==> src/rtl/phy_rf_arb_pkg.sv <==
// Shared types and default widths for the physical register file
// read-port arbiter.
package phy_rf_arb_pkg;

    localparam int NUM_REQ_D = 3;
    localparam int PREG_W_D  = 6;
    localparam int DATA_W_D  = 32;
    localparam int TAG_W_D   = 5;
    localparam int ID_W      = $clog2(NUM_REQ_D);

    typedef logic [PREG_W_D-1:0] preg_t;
    typedef logic [TAG_W_D-1:0]  tag_t;
    typedef logic [DATA_W_D-1:0] data_t;

    typedef struct packed {
        preg_t rs1;
        preg_t rs2;
        tag_t  tag;
    } rd_req_t;

endpackage

==> src/rtl/phy_regfile_read_arbiter_rr_arbiter.sv <==
// Combinational round-robin picker: the first set request at or
// above ptr, with wrap-around. The parent owns the pointer.
module rr_arbiter #(
    parameter int N = 3,
    parameter int W = $clog2(N)
) (
    input  logic [N-1:0] req,
    input  logic [W-1:0] ptr,
    output logic [N-1:0] gnt,
    output logic [W-1:0] idx,
    output logic         any
);

    always_comb begin
        int j;
        gnt = '0;
        idx = '0;
        any = 1'b0;
        for (int k = 0; k < N; k++) begin
            j = int'(ptr) + k;
            if (j >= N) j = j - N;
            if (!any && req[j]) begin
                any    = 1'b1;
                gnt[j] = 1'b1;
                idx    = W'(j);
            end
        end
    end

endmodule

==> src/rtl/phy_regfile_read_arbiter.sv <==
// Shares the two regfile read ports among NUM_REQ requesters, round-robin,
// with one-cycle operand return and writeback forwarding.
module phy_regfile_read_arbiter
    import phy_rf_arb_pkg::*;
#(
    parameter int NUM_REQ = NUM_REQ_D,
    parameter int PREG_W  = PREG_W_D,
    parameter int DATA_W  = DATA_W_D,
    parameter int TAG_W   = TAG_W_D,
    parameter int IW      = $clog2(NUM_REQ)
) (
    input  logic                      clk,
    input  logic                      rst_n,
    input  logic                      flush,
    input  logic [NUM_REQ-1:0]        req_valid,
    input  logic [NUM_REQ*PREG_W-1:0] req_rs1,
    input  logic [NUM_REQ*PREG_W-1:0] req_rs2,
    input  logic [NUM_REQ*TAG_W-1:0]  req_tag,
    output logic [NUM_REQ-1:0]        req_ready,
    output logic [PREG_W-1:0]         rf_rd_addr1,
    output logic [PREG_W-1:0]         rf_rd_addr2,
    input  logic [DATA_W-1:0]         rf_rd_data1,
    input  logic [DATA_W-1:0]         rf_rd_data2,
    input  logic                      wb_valid,
    input  logic [PREG_W-1:0]         wb_addr,
    input  logic [DATA_W-1:0]         wb_data,
    output logic                      resp_valid,
    output logic [IW-1:0]             resp_id,
    output logic [TAG_W-1:0]          resp_tag,
    output logic [DATA_W-1:0]         resp_data1,
    output logic [DATA_W-1:0]         resp_data2
);

    logic [IW-1:0]      rr_ptr;
    logic [NUM_REQ-1:0] gnt;
    logic [IW-1:0]      win_idx;
    logic               win_any;
    logic               grant;
    logic [PREG_W-1:0]  win_rs1;
    logic [PREG_W-1:0]  win_rs2;
    logic [TAG_W-1:0]   win_tag;

    logic               s1_valid;
    logic [IW-1:0]      s1_id;
    logic [TAG_W-1:0]   s1_tag;
    logic [PREG_W-1:0]  s1_rs1;
    logic [PREG_W-1:0]  s1_rs2;
    logic               fwd1;
    logic               fwd2;
    logic [DATA_W-1:0]  fwd_data;

    rr_arbiter #(.N(NUM_REQ), .W(IW)) u_rr (
        .req (req_valid),
        .ptr (rr_ptr),
        .gnt (gnt),
        .idx (win_idx),
        .any (win_any)
    );

    assign grant     = win_any & ~flush & rst_n;
    assign req_ready = grant ? gnt : '0;

    always_comb begin
        win_rs1 = '0;
        win_rs2 = '0;
        win_tag = '0;
        for (int i = 0; i < NUM_REQ; i++) begin
            if (grant && gnt[i]) begin
                win_rs1 = req_rs1[i*PREG_W +: PREG_W];
                win_rs2 = req_rs2[i*PREG_W +: PREG_W];
                win_tag = req_tag[i*TAG_W +: TAG_W];
            end
        end
    end

    assign rf_rd_addr1 = win_rs1;
    assign rf_rd_addr2 = win_rs2;

    always_ff @(posedge clk or negedge rst_n) begin
        if (!rst_n) begin
            rr_ptr   <= '0;
            s1_valid <= 1'b0;
            s1_id    <= '0;
            s1_tag   <= '0;
            s1_rs1   <= '0;
            s1_rs2   <= '0;
            fwd1     <= 1'b0;
            fwd2     <= 1'b0;
            fwd_data <= '0;
        end else begin
            s1_valid <= grant;
            if (grant) begin
                rr_ptr <= (win_idx == IW'(NUM_REQ - 1)) ? '0 : win_idx + 1'b1;
            end
            s1_id    <= win_idx;
            s1_tag   <= win_tag;
            s1_rs1   <= win_rs1;
            s1_rs2   <= win_rs2;
            // The regfile returns pre-write data on a same-cycle write
            fwd1     <= wb_valid && wb_addr == win_rs1 && win_rs1 != '0;
            fwd2     <= wb_valid && wb_addr == win_rs2 && win_rs2 != '0;
            fwd_data <= wb_data;
        end
    end

    assign resp_valid = s1_valid & ~flush;
    assign resp_id    = s1_id;
    assign resp_tag   = s1_tag;

    always_comb begin
        resp_data1 = rf_rd_data1;
        if (s1_rs1 == '0)                    resp_data1 = '0;
        else if (wb_valid && wb_addr == s1_rs1) resp_data1 = wb_data;
        else if (fwd1)                       resp_data1 = fwd_data;
        resp_data2 = rf_rd_data2;
        if (s1_rs2 == '0)                    resp_data2 = '0;
        else if (wb_valid && wb_addr == s1_rs2) resp_data2 = wb_data;
        else if (fwd2)                       resp_data2 = fwd_data;
    end

endmodule

==> config.mk <==
export PLATFORM = sky130hd
export DESIGN_NAME = phy_regfile_read_arbiter
export DESIGN_NICKNAME = d
export VERILOG_FILES = /design/src/rtl/phy_rf_arb_pkg.sv /design/src/rtl/phy_regfile_read_arbiter_rr_arbiter.sv /design/src/rtl/phy_regfile_read_arbiter.sv
export SDC_FILE = /design/constraint.sdc
export NUM_CORES = 1
export LEC_CHECK = 0
export BUFFER_PORTS_ARGS = -buffer_cell sky130_fd_sc_hd__buf_2
export CAP_MARGIN = 5
export CORE_MARGIN = 5
export CORE_UTILIZATION = 46
export CTS_BUF_LIST = sky130_fd_sc_hd__clkbuf_8
export DETAILED_ROUTE_END_ITERATION = 8
export MAX_ROUTING_LAYER = met4
export PLACE_DENSITY = 0.84
export SETUP_SLACK_MARGIN = 0.3
export SYNTH_ARGS = -nofsm -noshare
export SYNTH_HDL_FRONTEND = slang
export SYNTH_SLANG_ARGS = --single-unit
==> constraint.sdc <==
create_clock -name clk -period 3.31 [get_ports clk]
set_clock_uncertainty 0.15 [all_clocks]
set_input_delay 0.1655 -clock clk [delete_from_list [all_inputs] [get_ports clk]]
set_output_delay 0.1655 -clock clk [all_outputs]
set_load 0.05 [all_outputs]
Yosys cells after proc, flatten, opt, wreduce, memory -nomap -nowiden
Index checks and enable logic that the tools add are counted.
Widths: inputs -> output; s select.
{ "op_classes": {"add_sub_neg": 6, "multipliers": 0, "div": 0, "order_cmp": 9, "n_eq_ne": 5, "shifts": 0, "n_mux": 44, "bitwise_logic": 6, "n_reduce_logical": 20} }
{ "op_table": {"columns": ["cell", "n"], "rows": [
  ["$mux 32", 9],
  ["$ge 32x1->1 const B", 3],
  ["$lt 32x4->1 const B", 3],
  ["$ge 32x3->1 const B", 2],
  ["$sub 32x3->32 const B", 2],
  ["$mux 6", 6],
  ["$eq 6x6->1", 4],
  ["$mux 5", 3],
  ["$logic_and 1x1->1", 14],
  ["$logic_not 6->1", 2],
  ["$mux 1", 12],
  ["$mux 3", 4],
  ["$reduce_bool 6->1", 2],
  ["$mux 2", 4],
  ["$bmux 1 s2", 3],
  ["$demux 1 s2", 3],
  ["$or 3x3->3", 2],
  ["$add 2x1->3 const B", 1],
  ["$add 2x2->3 const B", 1],
  ["$and 1x1->1", 3],
  ["$sub 2x2->3 const B", 1],
  ["$add 2x1->2 const B", 1],
  ["$eq 2x2->1 const B", 1],
  ["$ge 2x2->1 const B", 1],
  ["other kinds (2)", 3]
]} }
{ "totals": {"reg_bits": 56, "latchBits": 0, "ramBits": 0, "romBits": 0, "in_bits": 160, "output_inout_bits": 87, "elab_cells": 99, "mem_count": 0} }

Longest topological paths before layout
{ "depth": {"ltp_word": 21, "ltp_mapped": 14, "ltp_nobuf": 12} }

Hierarchy
A second synthesis with hierarchy kept.
{ "hier_totals": {"cells_unflattened": 456, "area_unflattened_um2": 4510.6} }
{ "modules_own_cells": {"columns": ["mod", "instances", "cells_per_inst", "area_each_um2", "seq_area_each_um2"], "rows": [
  ["phy_regfile_read_arbiter", 1, 409, 4149.0, 1401.3],
  ["rr_arbiter", 1, 47, 361.6, 0.0]
]} }

Worst setup path after synthesis
Ideal clock, no wire load.
{ "synth_path": {"kind": "reg2reg", "start": "register rr_ptr[0]", "end": "register fwd1", "setup_time_ns": 0.100, "t_arrival_ns": 3.691, "required_time_ns": 3.060, "setup_slack_ns": -0.631, "path_stages_with_launch": 12, "path_buffers": 1, "synth_period_minus_slack_ns": 3.941, "path_cell_list": "dfrtp_1 -> inv_1 -> ha_1 -> or3b_1 -> a22o_1 -> o2bb2a_4 -> buf_6 -> a21oi_4 -> a21oi_1 -> a21oi_1 -> o41ai_1 -> nor4bb_1"} }
{ "synth_between": {"elab_chain_cells": 21, "word_cells_on_any_way": 59, "cone_classes": "add/sub: 5; order compare: 9; eq/ne: 1; mux: 27; bitwise: 4; reduce/logical: 13"} }
{ "synth_lines": {"columns": ["item", "line_no", "source"], "rows": [
  ["from (decl)", "phy_regfile_read_arbiter.sv:34", "logic [IW-1:0] rr_ptr;"],
  ["from (signal assigned)", "phy_regfile_read_arbiter.sv:93", "rr_ptr <= (win_idx == IW'(NUM_REQ - 1)) ? '0 : win_idx + 1'b1;"],
  ["branches (longest 17 deep; another with $sub 32x3->32)", null, null],
  ["$mux 6 *", "phy_regfile_read_arbiter.sv:68", "if (grant && gnt[i]) begin"],
  ["named net rf_rd_addr1[5]", "phy_regfile_read_arbiter.sv:20", "output logic [PREG_W-1:0] rf_rd_addr1,"],
  ["$eq 6x6->1", "phy_regfile_read_arbiter.sv:100", "fwd1 <= wb_valid && wb_addr == win_rs1 && win_rs1 != '0;"],
  ["$logic_and 1x1->1", "phy_regfile_read_arbiter.sv:100", null],
  ["$logic_and 1x1->1 *", "phy_regfile_read_arbiter.sv:100", null],
  ["to (signal assigned)", "phy_regfile_read_arbiter.sv:87", "fwd1 <= 1'b0;"],
  ["to (signal assigned)", "phy_regfile_read_arbiter.sv:100", null],
  ["to (decl)", "phy_regfile_read_arbiter.sv:48", "logic fwd1;"]
]} }
Mark *: on every way through the listed nets, which the timed path passes. The select of a mux whose other input is x is not followed.
A chain may end at the register's enable or synchronous reset.

Final worst setup path
{ "layout_path": {"start": "register rr_ptr[0]", "end": "register fwd2"} }
{ "layout_between": {"elab_chain_cells": 21, "word_cells_on_any_way": 59, "cone_classes": "add/sub: 5; order compare: 9; eq/ne: 1; mux: 27; bitwise: 4; reduce/logical: 13"} }
{ "layout_lines": {"columns": ["item", "line_no", "source"], "rows": [
  ["branches (longest 17 deep; another with $sub 32x3->32)", null, null],
  ["$mux 6 *", "phy_regfile_read_arbiter.sv:68", null],
  ["$eq 6x6->1", "phy_regfile_read_arbiter.sv:101", "fwd2 <= wb_valid && wb_addr == win_rs2 && win_rs2 != '0;"],
  ["$logic_and 1x1->1", "phy_regfile_read_arbiter.sv:101", null],
  ["$logic_and 1x1->1 *", "phy_regfile_read_arbiter.sv:101", null],
  ["to (signal assigned)", "phy_regfile_read_arbiter.sv:88", "fwd2 <= 1'b0;"],
  ["to (signal assigned)", "phy_regfile_read_arbiter.sv:101", null],
  ["to (decl)", "phy_regfile_read_arbiter.sv:49", "logic fwd2;"]
]} }
Every way passes the cells marked *. The select of a mux whose other input is x is not followed.

==> flow_metrics.tcl <==
set metrics [dict create \
    ant_nets 0 \
    irDropWorstVdd_mv 0.633 \
    fin_crit_ps 3310 \
    clk_pin_slew_worst_paths_ps 100 \
    rsz0062_at_grt "true" \
    power_leakage_nw 3.20 \
    synth.top_cell.area_share_pct 32.6 \
    design.core.area_mm2 0.00920 \
    insertion_delay_ps 300 \
    synth.most_common_cell "nor2_1" \
    startpoint_type "flip-flop" \
    cts_tree "built" \
    powerDensity_mw_per_mm2 1060 \
    num-nets-final 953 \
    synth_area_leaders "dfrtp_1 (33%), mux2i_1 (16%), a211oi_1 (12%)" \
    die_area_mm2 0.0114 \
    synthTopCellsByCount "nor2_1 (94), a211oi_1 (70), mux2i_1 (69), dfrtp_1 (56), clkbuf_1 (29)" \
    crit_path_end_kind "flip-flop" \
    portBuffers 246 \
    path_max_fanout 7 \
    cts_root_buffer "clkbuf_8" \
    synth_flop_cell "dfrtp_1" \
    placementRows 35 \
    synthesis.instances 485 \
    critPathLaunch "rr_ptr[0]" \
    cts_sinks 56 \
    slew_violations 0 \
    routedWlPerCell_um 20.3 \
    syn_area_per_cell_um2 8.86 \
    routed_wl_mm 18.3 \
    remaining_drc_errors 0 \
    grt_pass1_vias 5608 \
    hp-class "in -> reg" \
    r2r_start "rr_ptr[0]" \
    cts_made_buffers 5 \
    arrival_ps 3370 \
    dpl.hpwl_mm 12.5 \
    place_ws_ps -36.4 \
    worst_slew_pin_slew_ps 728 \
    ctsLongestPathBuffers 2 \
    track_usage_pct 30.7 \
    yosysTopAreaCell "dfrtp_1" \
    syn_to_final_growth_pct 63.4 \
    grt_max_degree 65 \
    min_period_over_period_pct 100 \
    syn_area_mm2 0.00430 \
    fillers 616 \
    ys_ff_latch 56 \
    synth_cell_types 63 \
    fin_ws_ps -3.64 \
    grt_overflow 0 \
    grt_pass1_wl_mm 27.7 \
    violations "negative setup slack" \
    holdCritStartpoint "req_rs1[13]" \
    drt-initial-drc-count 294 \
    drv_cap 0 \
    gp_congestion 0.950 \
    async_flop_share_pct 100 \
    ios 247 \
    outcome "finished with violations" \
    drive_gt1_share_pct 46.7 \
    syn-num-nets 649 \
    crit_type "reg -> reg" \
    clock.fmax_mhz 302 \
    htree_levels 2 \
    vias 5396 \
    ys_seq_area_share_pct 32.6 \
    hold_viol 0 \
    setup_viol 1 \
    synth_edf_count 0 \
    antenna_found_initial 0 \
    vias_per_cell 5.98 \
    cp.required_ps 3360 \
    finalSetupTns_ps -3.64 \
    die_h_um 107 \
    initial_utilization_pct 46.7 \
    drtPass1Iterations 5 \
    maxSlewHeadroom_pct 51.5 \
    fp.dieW_um 107 \
    yosysWarnings 0 \
]
[layout make-up]
cell class              count  area, um^2  share of cell area (%)
flip-flops and latches     56        1410                    20.0
clock buffers               7        96.3                    1.37
well taps                 111         139                    1.98
clock inverters             1        30.0                   0.428
inverters                  17        68.8                   0.980
diodes                      1        2.50                  0.0356
repair buffers            337        2190                    31.2
multi-input cells         372        3090                    44.0
[worst max-delay path: stages, from the launching register on]
cell      delay (ps)
dfrtp_1          410
inv_2            110
ha_4             230
or3b_4           410
a22o_4           270
o2bb2a_4         230
and2_4           200
buf_12           150
a311oi_4         290
buf_4            180
nor3_1            50
nor4b_1          290
nor4b_2          250
[metrics by stage]
step / total power [W] / hold slack (ps) / cells / utilization (%) / cell area [um^2]
6_report: 0.00745 / 42.6 / 902 / 76.4 / 7020
5_1_grt: 0.00772 / 25.2 / 901 / 76.4 / 7020
4_1_cts: 0.00719 / 17.4 / 895 / 74.8 / 6880
3_5_place_dp: 0.00615 / 151 / 822 / 63.3 / 5820
3_3_place_gp: 0.00607 / 155 / 822 / 63.3 / 5820
2_1_floorplan: 0.00488 / -280 / 485 / - / 4450
[sequential cells by signal (all words and copies together), names as in the netlist, 2 cells and up]
signal / count
resp_id: 2
fwd_data: 32
resp_tag: 5
s1_rs2: 6
s1_rs1: 6
rr_ptr: 2
[where the power goes]
part | internal (W) | switching (W) | total (W)
clock network | 0.000267 | 0.000214 | 0.000482
logic | 0.00178 | 0.00431 | 0.00608
registers | 0.000803 | 0.0000813 | 0.000884
[what timing repair did]
| action | 4_1_cts | 5_1_grt |
|---|---|---|
| resized for setup | 64 | 22 |
| endpoints found under the setup margin | 18 | 20 |
| buffers inserted | 18 | 6 |
| cloned | 1 | 0 |
| hold endpoints to repair | 93 | 0 |
| pin swaps | 18 | 16 |
| hold buffers | 46 | 0 |
[layer usage]
layer  GRT usage [%]  routed length, um  share of wire, %
met1            34.3               6740                37
met2            54.2               9370                51
met4            12.6                715               3.9
met3            5.48               1490               8.1
met5               -                  0                 0
[final timing paths]
path	depth (start not counted)	slack, ps	to
min	3	40	s1_rs1[1]
min in group asynchronous	3	450	s1_rs2[2]
max reg2reg	12	-4	fwd2
max	12	-4	fwd2
max in group asynchronous	3	2020	rr_ptr[1]
min reg2reg	3	520	rr_ptr[0]
[layout by cell type, fill, tap and decap left out, drive strengths merged, types with 4 or more instances in the layout]
cell         count
nand2b           6
a221oi           7
o21ai           13
dfrtp           56
and2             5
xor2             6
a311oi           8
a211oi          73
nor2            94
nand3            5
nand2            4
or4              4
ha               4
xnor2            6
a21oi           11
inv             17
clkbuf           8
nor3             7
buf            290
dlygate4sd3     46
mux2i           70
[kinds of logic after synthesis]
| family | Yosys count | share of synthesized area [%] |
|---|---|---|
| and+or+nand+nor | 148 | 16.3 |
| AOI/OAI and AO/OA | 135 | 25.1 |
| muxes | 72 | 16.9 |
| buffers and inverters | 58 | 5.44 |
| DFF | 56 | 32.6 |
| xor gates and xnor gates | 12 | 2.44 |
| adders and majority gates | 4 | 1.16 |
Note: power is estimated with default switching activity, not from simulation.
